**config.mk**
```make
export PLATFORM = sky130hd
export DESIGN_NAME = fp_add_sequencer
export DESIGN_NICKNAME = d
export VERILOG_FILES = /design/src/rtl/fp_add_sequencer_pkg.sv /design/src/rtl/fp_add_sequencer_norm_decoder.sv /design/src/rtl/fp_add_sequencer.sv
export SDC_FILE = /design/constraint.sdc
export NUM_CORES = 1
export LEC_CHECK = 0
export ABC_AREA = 1
export BUFFER_PORTS_ARGS = -buffer_cell sky130_fd_sc_hd__buf_2
export CAP_MARGIN = 10
export CORE_MARGIN = 5
export CORE_UTILIZATION = 43
export CTS_CLUSTER_SIZE = 8
export DETAILED_ROUTE_END_ITERATION = 16
export MAX_ROUTING_LAYER = met4
export PLACE_DENSITY = 0.84
export SLEW_MARGIN = 20
export SYNTH_ARGS = -nofsm -noshare
export SYNTH_HDL_FRONTEND = slang
export SYNTH_HIERARCHICAL = 1
export SYNTH_SLANG_ARGS = --single-unit
```
**constraint.sdc**
```tcl
create_clock -name Clock -period 2.4 [get_ports Clock]
set_input_delay 0 -clock Clock [delete_from_list [all_inputs] [get_ports Clock]]
set_output_delay 0 -clock Clock [all_outputs]
set_load 0.01 [all_outputs]
```
**src/rtl/fp_add_sequencer_pkg.sv**
```systemverilog
// ---------------------------------------------------------------------------
// floatingpointpkg
// Shared types and constants for the single-precision adder control path.
//   fp_add_state_t : sequencer states
//   norm_ctrl_t    : normaliser / exponent-adjust control bundle
//   SAT_SHIFT      : alignment shift saturation (larger shifts go to sticky)
//   MANT_MSB       : find-first-one index of a normalised hidden bit
// ---------------------------------------------------------------------------
package floatingpointpkg;

    localparam int SAT_SHIFT = 26;
    localparam int MANT_MSB  = 23;

    typedef enum logic [2:0] {
        IDLE   = 3'd0,
        ALIGN  = 3'd1,
        NORM   = 3'd2,
        ROUND  = 3'd3,
        RENORM = 3'd4,
        DONE   = 3'd5
    } fp_add_state_t;

    typedef struct packed {
        logic       SREn;
        logic       SLEn;
        logic       NoShift;
        logic       IncrEn;
        logic       DecrEn;
        logic [4:0] ShiftAmount;
    } norm_ctrl_t;

endpackage

```
**src/rtl/fp_add_sequencer_norm_decoder.sv**
```systemverilog
// ---------------------------------------------------------------------------
// norm_decoder
// Combinational mapping from the registered find-first-one index and the
// zero-sum flag to the normaliser controls.
//   Index : FFO position of the leading one in {carry,sum}
//   Zero  : sum was zero
//   Ctrl  : shift direction/amount and exponent adjust
// ---------------------------------------------------------------------------
module norm_decoder
    import floatingpointpkg::*;
#(
    parameter int MANT_MSB = floatingpointpkg::MANT_MSB
)(
    input  logic [4:0] Index,
    input  logic       Zero,
    output norm_ctrl_t Ctrl
);

    always_comb begin
        Ctrl = '0;
        if (Zero) begin
            // A zero sum has no leading one; leave the mantissa untouched.
            Ctrl.NoShift = 1'b1;
        end else if (Index == 5'(MANT_MSB + 1)) begin
            // Carry out of the add: one right shift, exponent +1.
            Ctrl.SREn   = 1'b1;
            Ctrl.IncrEn = 1'b1;
        end else if (Index == 5'(MANT_MSB)) begin
            Ctrl.NoShift = 1'b1;
        end else if (Index < 5'(MANT_MSB)) begin
            // Cancellation: bring the leading one up to the hidden-bit slot.
            Ctrl.SLEn        = 1'b1;
            Ctrl.DecrEn      = 1'b1;
            Ctrl.ShiftAmount = 5'(MANT_MSB) - Index;
        end else begin
            // Indices above the carry position cannot occur; stay inert.
            Ctrl.NoShift = 1'b1;
        end
    end

endmodule

```
**src/rtl/fp_add_sequencer.sv**
```systemverilog
// ---------------------------------------------------------------------------
// fp_add_sequencer
// Control FSM for the single-precision floating-point adder datapath.
// A Go pulse in IDLE starts one operation: ALIGN -> NORM -> ROUND ->
// [RENORM] -> DONE -> IDLE. All outputs are decoded from the state and
// values captured at the Go edge (ExpSet/ExpDiff) and the ALIGN exit edge
// (zero sum).
//   Clock, Reset(active-low, async)
//   Go, ExpSet, ExpDiff       : start request and small-ALU results
//   FFOValid, Index           : find-first-one results
//   roundedMant               : rounding output, bit 24 = round overflow
//   SelExpMux/SelSRMuxL/G     : operand steering for alignment
//   ShiftRightEnable/Amount   : pre-add shifter
//   SREn/SLEn/ShiftAmount/NoShift/IncrEn/DecrEn : normaliser + exponent
//   SelMuxR                   : R1 feedback for post-round renormalise
//   Busy, ResultReady, ZeroResult : status
// ---------------------------------------------------------------------------
module fp_add_sequencer
    import floatingpointpkg::*;
#(
    parameter int SHIFT_W   = 6,
    parameter int SAT_SHIFT = floatingpointpkg::SAT_SHIFT,
    parameter int MANT_MSB  = floatingpointpkg::MANT_MSB
)(
    input  logic               Clock,
    input  logic               Reset,
    input  logic               Go,
    input  logic               ExpSet,
    input  logic [7:0]         ExpDiff,
    input  logic               FFOValid,
    input  logic [4:0]         Index,
    input  logic [24:0]        roundedMant,
    output logic               SelExpMux,
    output logic               SelSRMuxL,
    output logic               SelSRMuxG,
    output logic               ShiftRightEnable,
    output logic [SHIFT_W-1:0] ShiftRightAmount,
    output logic               SREn,
    output logic               SLEn,
    output logic [4:0]         ShiftAmount,
    output logic               NoShift,
    output logic               IncrEn,
    output logic               DecrEn,
    output logic               SelMuxR,
    output logic               Busy,
    output logic               ResultReady,
    output logic               ZeroResult
);

    fp_add_state_t      stateReg;
    fp_add_state_t      stateNext;
    logic               expSetReg;
    logic [7:0]         expDiffReg;
    logic               zeroResultReg;
    logic [SHIFT_W-1:0] satAmount;
    norm_ctrl_t         normCtrl;

    // Only the overflow bit of the rounded mantissa steers control.
    logic unusedMantBits;
    assign unusedMantBits = ^roundedMant[23:0];

    // Differences past the saturation point shift every bit into sticky.
    assign satAmount = (expDiffReg > 8'(SAT_SHIFT)) ? SHIFT_W'(SAT_SHIFT)
                                                    : SHIFT_W'(expDiffReg);

    norm_decoder #(
        .MANT_MSB (MANT_MSB)
    ) uNormDecoder (
        .Index (Index),
        .Zero  (zeroResultReg),
        .Ctrl  (normCtrl)
    );

    always_ff @(posedge Clock or negedge Reset) begin
        if (!Reset) begin
            stateReg      <= IDLE;
            expSetReg     <= 1'b0;
            expDiffReg    <= '0;
            zeroResultReg <= 1'b0;
        end else begin
            stateReg <= stateNext;
            if (stateReg == IDLE && Go) begin
                expSetReg  <= ExpSet;
                expDiffReg <= ExpDiff;
            end
            // R1 loads the sum on this same edge, so the zero flag lines up.
            if (stateReg == ALIGN) begin
                zeroResultReg <= ~FFOValid;
            end
        end
    end

    always_comb begin
        stateNext = stateReg;
        case (stateReg)
            IDLE:    if (Go) stateNext = ALIGN;
            ALIGN:   stateNext = NORM;
            NORM:    stateNext = ROUND;
            // A zero sum can never overflow in rounding; ignore bit 24 then.
            ROUND:   stateNext = (roundedMant[24] && !zeroResultReg) ? RENORM : DONE;
            RENORM:  stateNext = DONE;
            DONE:    stateNext = IDLE;
            default: stateNext = IDLE;
        endcase
    end

    always_comb begin
        SelExpMux        = 1'b0;
        SelSRMuxL        = 1'b0;
        SelSRMuxG        = 1'b0;
        ShiftRightEnable = 1'b0;
        ShiftRightAmount = '0;
        SREn             = 1'b0;
        SLEn             = 1'b0;
        ShiftAmount      = '0;
        NoShift          = 1'b0;
        IncrEn           = 1'b0;
        DecrEn           = 1'b0;
        SelMuxR          = 1'b0;
        Busy             = 1'b0;
        ResultReady      = 1'b0;
        ZeroResult       = 1'b0;
        case (stateReg)
            ALIGN: begin
                Busy             = 1'b1;
                SelExpMux        = expSetReg;
                SelSRMuxG        = expSetReg;
                SelSRMuxL        = ~expSetReg;
                ShiftRightEnable = (expDiffReg != 8'd0);
                ShiftRightAmount = satAmount;
            end
            // Normaliser controls are held through ROUND so the rounder sees
            // the normalised mantissa.
            NORM, ROUND: begin
                Busy        = 1'b1;
                SREn        = normCtrl.SREn;
                SLEn        = normCtrl.SLEn;
                NoShift     = normCtrl.NoShift;
                IncrEn      = normCtrl.IncrEn;
                DecrEn      = normCtrl.DecrEn;
                ShiftAmount = normCtrl.ShiftAmount;
            end
            RENORM: begin
                Busy    = 1'b1;
                SelMuxR = 1'b1;
                SREn    = 1'b1;
                IncrEn  = 1'b1;
            end
            DONE: begin
                Busy        = 1'b1;
                ResultReady = 1'b1;
                ZeroResult  = zeroResultReg;
            end
            default: ;
        endcase
    end

endmodule
```
# Word level (Yosys, flattened, before mapping)
# Index checks and enable logic that the tools add are counted.
word_totals:
  out_inout_bits: 24
  ff_bits: 13
  wordCells: 54
op_classes:
  reduce_logical: 7
  n_mux: 30
  n_lt_le_gt_ge: 2
  eq_ne: 8
  n_bitwise: 2
  n_addsub: 1
op_table:
  columns: ["op", "n"]
  rows:
  - ["$mux 6", 5]
  - ["$mux 1", 17]
  - ["$pmux 3 s5", 1]
  - ["$eq 5x5->1 const B", 2]
  - ["$gt 8x5->1 const B", 1]
  - ["$reduce_bool 8->1", 1]
  - ["$mux 7", 1]
  - ["$eq 3x2->1 const B", 2]
  - ["$eq 3x3->1 const B", 2]
  - ["$lt 5x5->1 const B", 1]
  - ["$mux 5", 1]
  - ["$reduce_or 5->1", 1]
  - ["$sub 5x5->5 const A", 1]
  - ["$mux 2", 2]
  - ["$pmux 1 s2", 2]
  - ["$eq 3x1->1 const B", 1]
  - ["$logic_not 3->1", 1]
  - ["$mux 3", 1]
  - ["$logic_and 1x1->1", 2]
  - ["$ne 2x2->1 const B", 1]
  - ["$not 1->1", 2]
  - ["$reduce_or 2->1", 1]
  - ["$logic_not 1->1", 1]

# Longest topological paths before layout
# Gate-level depths: netlist (run 1).
logic_depth:
  word_depth: 6
  mapped_depth: 10
  mapped_depth_nobuf: 9

# Modules after synthesis
# Netlist (run 1), hierarchy kept.
modules_own_cells:
  columns: ["mod", "instances", "cells_per_inst", "area_each_um2"]
  rows:
  - ["fp_add_sequencer", 1, 114, 789.5]
  - ["norm_decoder", 1, 25, 127.6]

# Worst setup path after synthesis (run 1)
# OpenSTA, ideal clock, no wires.
synth_path:
  kind: "register -> register"
  startpoint: "reg stateReg[1]"
  endpoint: "reg expDiffReg[5]"
  setup_ps: 118
  synth_period_minus_slack_ps: 1121
  n_path_buf: 1
  arrival_time_ps: 1003
  required_ps: 2282
  stages_incl_launch_ff: 8
  setup_slack_ps: 1279
  path_cell_list: "dfrtp_1 inv_2 nand2_4 nor2_4 nand2_4 buf_6 nor2_2 a21oi_2"
synth_via:
  elab_chain_len: 2
synth_lines:
  columns: ["item", "line_no", "rtl"]
  rows:
  - ["start: declaration", "fp_add_sequencer.sv:50", "fp_add_state_t stateReg;"]
  - ["start signal: assignment", "fp_add_sequencer.sv:81", "stateReg <= stateNext;"]
  - ["$logic_not 3->1", "fp_add_sequencer.sv:82", "if (stateReg == IDLE && Go) begin"]
  - ["$logic_and 1x1->1", "fp_add_sequencer.sv:82", null]
  - ["end signal: assignment", "fp_add_sequencer.sv:84", "expDiffReg <= ExpDiff;"]
  - ["end: declaration", "fp_add_sequencer.sv:53", "logic [7:0] expDiffReg;"]
# Every way passes these cells.
# A chain may end at the register's enable or synchronous reset.

# Worst setup path in the final report (run 1)
layout_path:
  startpoint: "reg stateReg[2]"
  endpoint: "out ShiftRightEnable"
layout_via:
  elab_chain_len: 2
layout_lines:
  columns: ["item", "line_no", "rtl"]
  rows:
  - ["$eq 3x1->1", "fp_add_sequencer.sv:123", "case (stateReg)"]
  - ["$mux 1", "fp_add_sequencer.sv:123", null]
  - ["end: declaration", "fp_add_sequencer.sv:36", "output logic ShiftRightEnable,"]
# Every way passes these cells.

==> metrics, run 1 <==
Max Slew Vio Count=0; via count=986; WL per Instance=a little under 10 µm; setup ws final=just over 0.9 ns; Placement Setup Slack=approximately 1.2 ns; Area Overhead vs Synth=36.4%; Final Hold Viols=0; vias in the first global route=913; synth unique cells=23; Clock Latency Late Sink=0.28 ns; maximum vdd drop=~620 µV; status=finished clean; worst min path class=in2reg; period utilization=0.616; Yosys reg bits=13; Worst Path Arrival=~1.5 ns; busiest grt layer=met2; RD Place Congestion=about 0.85; crit path max-delay cell type=dfrtp_1; die width=about 56 µm; Core Box Area=2000 µm²; total track usage=0.142; CP required=roughly 2.4 ns; kind of critical path=reg2out; Sink Count=13; CP Buf/Inv Count=2; drt first pass iters=4; # IOs=67; xor and xnor fraction of the mapped netlist area=0; Clock Pin Slew Worst Setup and Hold Paths=around 0.08 ns; Starting Density=0.458; area of the mapped netlist=just over 900 µm²; leading cell type in the layout, fill and taps excluded=buf_2; Final nets=~240; Power Density=1010 nW/µm²; Mapped Nets=roughly 180; CP Max Fanout=10; slowest cell delay on critical path=~0.45 ns; # rows=16; Mean Syn Cell Area=6.60 µm²; drt total wl=2130 µm; drc violations=0; P_leak=approximately 0.73 nW; initial antenna violation count=0; die span in y=~56 µm; IO buf count=between 40 and 50; Clock Tree Root=clkbuf_4; antenna diode count=0; M1 GR Usage=0.156; DR vias/cell=4.54; setup_tns=0 ns; CTS tree=built; mux cell area share after synthesis=0; layout cell share with drive strength beyond 1=0.300; Simple-Gate Fraction of Synth Area=0.351; Post-CTS Setup Inserts=0; most frequent cells in the layout=buf_2 (41), nor2_1 (38), inv_1 (24), nand2_1 (19), a21oi_1 (15); area share of fa/ha/maj cells after synthesis=0.0273; Fmax=between 0.6 and 0.7 GHz; min cycle time layout=1.48 ns; Routed Antenna Nets=0; Clock Path Buffers=2; Gate Count Post-Synth=139; RSZ-0062 raised after global routing=false; GRT met2 Usage=0.245; startpoint types=flip-flop; CP delay by family, top=flip-flops; synth warn=6; pin count of the biggest net entering global routing=19; Finish-stage setup viols=0; drt initial violations=20; Synth Area in Compound Gates=0.104; CTS HTree Levels=1; largest family of logic cells by synthesized area=simple AND/OR/NAND/NOR gates; GR Layer Usage met3=0.0348; gr ovfl total=0; Seq/Total Area, Yosys=0.355; Worst Setup End Kind=primary output; Die ar.=3160 µm²; cts bufs inserted=3; HPWL after DPL=about 1600 µm; Clock Skew=a little under 0.003 ns; first-pass GRT wire length=3620 µm; CP cell instances=inv_1 > nand3_2 > a31oi_1 > buf_2; max cap viols=0
[state kept, by name (all words and copies together) (netlist names)]
name	flops
expDiffReg	8
expSetReg	1
stateReg	3
zeroResultReg	1
[final cells by class]
class	instances	area [µm²]
fill	203	751
multi-input combinational	93	445
sequential	13	325
timing repair buffer	52	315
inverter	28	105
tap	27	33.8
clock buffer	4	26.3
[logic make-up after synthesis]
| logic type | Yosys count |
|---|---|
| simple gates | 72 |
| buf+inv | 33 |
| compound gates | 18 |
| flops | 13 |
| fa+ha+maj | 2 |
| other cells | 1 |
[per-stage QoR]
stage           util  total power [mW]  hold WS [ns]  area [µm²]  instances
3_3_place_gp   0.557              1.09        -0.106        1110        202
2_1_floorplan      -             0.922        -0.296         917        139
3_5_place_dp   0.557              1.12       -0.0999        1110        202
4_1_cts        0.625              1.27        0.0792        1250        217
5_1_grt        0.625              1.38         0.136        1250        217
6_report       0.625              1.26        0.0762        1250        217
[metal layers]
metal | wire, µm | vias to the layer above
met5 | 0 | -
met4 | 42 | 0
met3 | 244 | 7
met2 | 989 | 43
met1 | 856 | 422
li1 | - | 514
[timing repair]
action | 4_1_cts | 5_1_grt
gates resized for setup | 0 | 0
hold buffers | 11 | 0
endpoints found under the hold margin | 23 | 0
[cells in the mapped netlist]
master / number / share of area
dfrtp_1: 13 / 0.35
buf_6: 1 / 0.012
nor2_1: 38 / 0.16
inv_1: 24 / 0.098
ha_1: 2 / 0.027
nand2_2: 1 / 0.0068
inv_2: 3 / 0.012
nor4_1: 1 / 0.0068
and2_2: 1 / 0.0082
nor2_2: 3 / 0.020
o21ai_0: 1 / 0.0055
conb_1: 1 / 0.0041
nor3_1: 3 / 0.016
a21oi_2: 1 / 0.0096
nand3_2: 1 / 0.011
nand3_1: 2 / 0.011
clkinv_1: 1 / 0.0041
a21oi_1: 15 / 0.082
a31oi_1: 1 / 0.0068
nand2_4: 2 / 0.025
nor2_4: 1 / 0.012
nand2_1: 19 / 0.078
buf_4: 4 / 0.033
[path summary, 6_finish.rpt]
| path | endpoint | start | slack, ns | cells after the start |
|---|---|---|---|---|
| max reg2reg | expDiffReg[1] | stateReg[1] | 1.24 | 6 |
| max | ShiftRightEnable | stateReg[2] | 0.92 | 4 |
| min in group asynchronous | expDiffReg[0] | Reset | 0.12 | 2 |
| min reg2reg | expDiffReg[6] | expDiffReg[6] | 0.52 | 2 |
| min | stateReg[0] | roundedMant[24] | 0.08 | 4 |
| max in group asynchronous | expDiffReg[5] | Reset | 2.06 | 2 |
[power breakdown]
part	internal [mW]	total [mW]	switching (mW)
Clock	0.0645	0.135	0.0708
Sequential	0.324	0.409	0.0854
Combinational	0.267	0.714	0.447
[worst min-delay path: cells and delay by family]
family / cells / cell delay, ns
AND/OR/NAND/NOR: 2 / 0.10
AO/OA/AOI/OAI: 1 / 0.14
buffers and inverters: 1 / 0.07
(Power assumes the default switching activity.)
==> run 2: changes to the inputs <==
- ABC_AREA: 1 -> 0
- CORE_UTILIZATION: 43 -> 35
- PLACE_DENSITY: 0.84 -> 0.74
- clock period: 2.4 -> 1.2 ns (I/O delays scaled with it)
==> metrics, run 2 <==
status=finished, violations left; failing checks=negative setup slack; Yosys reg bits=13; startpoint types=flip-flop; drc violations=0; flop-to-flop setup slack=-0.34 ns; cts bufs inserted=3; Finish-stage setup viols=32; Clock Skew=0.00471 ns; Non-Filler Instances=roughly 210; CTS tree=built; max reg flops=8; area of the mapped netlist=slightly below 900 µm²; kind of critical path=reg2out; # rows=18; Cell Area, Placed=about 1300 µm²; Die ar.=3630 µm²; final instance area=1750 µm²; Fmax=~0.63 GHz; # IOs=between 60 and 70; die width=about 60 µm; Starting Density=0.360; cell with the most instances after synthesis=nor2_1; Seq/Total Area, Yosys=0.368; Final Hold Viols=0; HPWL after DPL=1900 µm; RSZ-0062 raised after global routing=true; Clock Pin Slew Worst Setup and Hold Paths=0.08 ns; synth warn=6; min cycle time layout=around 1.6 ns; Routed Antenna Nets=0; Synth area leader=dfrtp_1; Regs by FF count=expDiffReg x8, stateReg x3; Area Overhead vs Synth=98.3%; pin count of the biggest net entering global routing=14; EDFF count, synth=0; Placed Cells=180; WL per Instance=roughly 15 µm; Max Slew Vio Count=0; Sink Count=13; CP Max Fanout=5; Power Density=2350 nW/µm²; Power, Total=between 4 and 5 mW; die span in y=around 60 µm; Gate Count Post-Synth=101; top cell type's share of synthesized area=0.368; RD Place Congestion=between 0.8 and 0.9; initial antenna violation count=0; Clock Path Buffers=2; first-pass GRT wire length=4800 µm; synth unique cells=29; Worst Setup End Kind=primary output; drt first pass iters=4; most frequent cells in the layout=buf_2 (33), buf_4 (23), buf_6 (14); top post-synthesis cells by area=dfrtp_1 (37%), mux2_2 (10%), nor2_1 (7.6%), and2_1 (7.1%), buf_4 (4.2%); maximum vdd drop=around 1800 µV; Final nets=~230; Layout Utilization=0.715; DR vias/cell=4.81; Top reg by flops=expDiffReg; drt initial violations=42; top post-synthesis cells by count=nor2_1 (18), dfrtp_1 (13), and2_1 (10), nand2_1 (10), mux2_2 (8); max cap viols=0; via count=1024; CTS HTree Levels=1; vias in the first global route=roughly 1.1k; total track usage=0.181; period utilization=1.32; filler instances=189; drt total wl=about 3100 µm; CP required=around 1.2 ns; Mapped Nets=roughly 150; P_leak=between 0.8 and 0.9 nW; Post-synth top flop=dfrtp_1; Clock Latency Late Sink=0.27 ns; setup ws final=-0.381 ns; layout cell share with drive strength beyond 1=0.612; IO buf count=a little over 40; antenna diode count=0; gr ovfl total=0; Mean Syn Cell Area=~8.8 µm²; Async SR Flop Fraction=1.00; worst min path class=in2async; Worst Path Arrival=around 1.6 ns; leading cell type in the layout, fill and taps excluded=buf_2; Core Box Area=around 2500 µm²; Clock Tree Root=clkbuf_4
==> run 2: kinds of logic after synthesis <==
group / after synthesis / synth area share
and+or+nand+nor: 52 / 0.306
DFF: 13 / 0.368
buffers and inverters: 13 / 0.102
AOI/OAI and AO/OA: 11 / 0.0806
muxes: 8 / 0.102
adders and majority gates: 2 / 0.0283
other: 1 / 0.00424
xor gates and xnor gates: 1 / 0.00990
==> run 2: where the power goes <==
| group | internal [mW] | switching (mW) |
|---|---|---|
| clock network | 0.129 | 0.137 |
| logic | 1.69 | 1.29 |
| registers | 0.663 | 0.210 |
| total | 2.48 | 1.64 |
==> run 2: final timing paths <==
kind | start | endpoint | cells past startpoint
max | expDiffReg[5] | ShiftRightEnable | 5
min in group Clock | roundedMant[24] | stateReg[0] | 4
max reg2reg | stateReg[2] | expDiffReg[2] | 6
min reg2reg | expDiffReg[0] | expDiffReg[0] | 1
min | Reset | expDiffReg[7] | 2
max in group asynchronous | Reset | stateReg[0] | 2
==> run 2: layout make-up <==
cell class                      count  area [µm²]  area share
Multi-Input combinational cell     76         651       0.371
Tap cell                           30        37.5      0.0214
Timing Repair Buffer               86         698       0.398
Inverter                            4        15.0     0.00856
Clock buffer                        4        26.3      0.0150
Sequential cell                    13         327       0.186
==> run 2: through the flow <==
step,hold WS (ns),setup WS [ns],TNS [ns]
2_1_floorplan,-0.296,-0.129,-1.41
3_3_place_gp,-0.105,-0.180,-2.52
3_5_place_dp,-0.101,-0.201,-3.57
4_1_cts,0.0967,-0.384,-7.36
5_1_grt,0.185,-0.466,-10.05
6_report,0.146,-0.381,-7.96
==> run 2: worst max-delay path, stage by stage, from the launching register on <==
cell and delay, ns:
dfrtp_1 0.38, or3_4 0.44, buf_6 0.14, nor2_4 0.13, a31oi_4 0.09, buf_6 0.13
==> run 2: what timing repair did <==
action / in CTS / in global routing
hold buffers: 12 / 0
endpoints found under the setup margin: 33 / 34
hold endpoints to repair: 23 / 0
pin swaps: 18 / 10
resized for setup: 19 / 23
buffers inserted: 12 / 3
cloned: 2 / 0
==> run 2: layer usage <==
| layer | vias up | share of wire | GRT usage |
|---|---|---|---|
| li1 | 498 | - | - |
| met4 | 0 | 0.0074 | 0.0538 |
| met2 | 45 | 0.56 | 0.340 |
| met3 | 4 | 0.066 | 0.0216 |
| met5 | - | 0 | - |
| met1 | 477 | 0.37 | 0.197 |
==> run 3: changes to the inputs <==
- CORE_ASPECT_RATIO: unset -> 1.75
==> metrics, run 3 (same netlist as run 2, synthesis figures left out) <==
status=finished, violations left; failing checks=negative setup slack; first-pass GRT wire length=4180 µm; RSZ-0062 raised after global routing=true; die span in y=about 77 µm; die width=48.0 µm; P_leak=~0.85 nW; max cap viols=0; leading cell type in the layout, fill and taps excluded=buf_2; Worst Setup End Kind=primary output; kind of critical path=reg2out; cts bufs inserted=3; Power Density=2370 nW/µm²; Net Switching=~1.6 mW; Final Hold Viols=0; # rows=24; startpoint types=flip-flop; drt first pass iters=4; CP Max Fanout=4; DR vias/cell=between 4 and 5; WL per Instance=approximately 15 µm; Max Slew Vio Count=0; drt initial violations=13; Routed Antenna Nets=0; RD Place Congestion=~0.78; filler instances=~200; Worst Hold Depth=3; CP required=about 1.2 ns; pin count of the biggest net entering global routing=14; Fmax=roughly 0.66 GHz; Die ar.=3670 µm²; Reg power frac=0.221; maximum vdd drop=1410 µV; initial antenna violation count=0; Clock Tree Root=clkbuf_8; CTS HTree Levels=1; Finish-stage setup viols=30; total track usage=0.157; gr ovfl total=0; Power, Total=~4 mW; Area Overhead vs Synth=89.7%; Starting Density=0.359; worst min path class=in2reg; Comb power frac=0.680; via count=roughly 1000; setup ws final=-0.325 ns; Sw Ratio=0.395; layout cell share with drive strength beyond 1=0.642; clock power share=0.099; sequential cell area=between 300 and 400 µm²; min cycle time layout=1.52 ns; max reg flops=8; IO buf count=between 40 and 50; most frequent cells in the layout=buf_2 (34), buf_4 (20), buf_6 (15), dfrtp_1 (12), dlygate4sd3_1 (10); Clock Skew=approximately 0.0028 ns; Worst Reg-to-Reg Cells=5; Final nets=roughly 220; Sink Count=13; Internal Power=2.40 mW; Clock Pin Slew Worst Setup and Hold Paths=0.05 ns; Regs by FF count=expDiffReg x8, stateReg x3; Core Box Area=approximately 2500 µm²; Top reg by flops=expDiffReg; Worst Path Arrival=roughly 1.5 ns; Clock Path Buffers=2; vias in the first global route=just over 1k; footprint of the multi-input gates=roughly 670 µm²; CTS tree=built; # IOs=67; antenna diode count=0; Clock Latency Late Sink=between 0.2 and 0.3 ns; period utilization=1.27; HPWL after DPL=about 2000 µm; drc violations=0; Layout Utilization=0.681; drt total wl=2930 µm
[run 3: changes by cell type in the layout (fill, tap and decap cells not counted), sizes merged]
cell,delta
buf,-5
dlygate4sd3,-2
[run 3: critical path, cell delays in order (launching register included)]
cell	delay [ns]
dfrtp_1	0.38
or3_4	0.43
nor4b_4	0.29
buf_2	0.17
[run 3: power by group through the flow]
stage / Combinational, mW / Sequential, mW / Clock [mW]
3_3_place_gp: 1.87 / 0.860 / 0
2_1_floorplan: 1.31 / 0.835 / 0
4_1_cts: 2.23 / 0.866 / 0.401
5_1_grt: 2.90 / 0.914 / 0.414
3_5_place_dp: 1.92 / 0.867 / 0
6_report: 2.70 / 0.879 / 0.394
[run 3: timing repair]
item | 4_1_cts | 5_1_grt
pin swaps | 7 | 16
setup endpoints to repair | 31 | 33
hold endpoints to repair | 22 | 0
cloned | 1 | 0
hold buffers | 10 | 0
gates resized for setup | 18 | 28
buffers inserted | 3 | 7
[run 3: layout make-up]
cell class / instances / share of cell area
timing repair buffer: 79 / 0.351
tap: 26 / 0.0194
inverter: 4 / 0.00895
multi-input combinational: 76 / 0.399
clock buffer: 4 / 0.0268
sequential: 13 / 0.195
[run 3: path summary, 6_finish.rpt]
kind | start | to | slack, ns
max in group asynchronous | Reset | stateReg[0] | 0.77
min in group asynchronous | Reset | expDiffReg[7] | 0.18
worst max-delay path | expDiffReg[6] | ShiftRightAmount[0] | -0.32
worst min-delay path | Go | expSetReg | 0.02
worst min register to register | expDiffReg[1] | expDiffReg[1] | 0.57
worst max register to register | stateReg[0] | expDiffReg[5] | -0.24
[run 3: stage by stage]
| stage | TNS (ns) | instances | hold WS [ns] | setup slack, ns | area (µm²) |
|---|---|---|---|---|---|
| 2_1_floorplan | -1.41 | 101 | -0.296 | -0.129 | 973 |
| 5_1_grt | -6.71 | 202 | 0.0405 | -0.372 | 1680 |
| 3_3_place_gp | -2.80 | 177 | -0.103 | -0.177 | 1270 |
| 6_report | -5.29 | 202 | 0.0224 | -0.325 | 1680 |
| 4_1_cts | -5.18 | 195 | 0.0340 | -0.331 | 1520 |
| 3_5_place_dp | -3.24 | 177 | -0.100 | -0.161 | 1270 |
[run 3: per-layer routing]
layer	wire length [µm]	GRT usage	part of all wire	vias up
li1	-	-	-	485
met1	999	0.156	0.34	462
met2	1700	0.282	0.58	40
met3	188	0.0142	0.064	5
met4	46	0.0647	0.016	0
met5	0	-	0	-
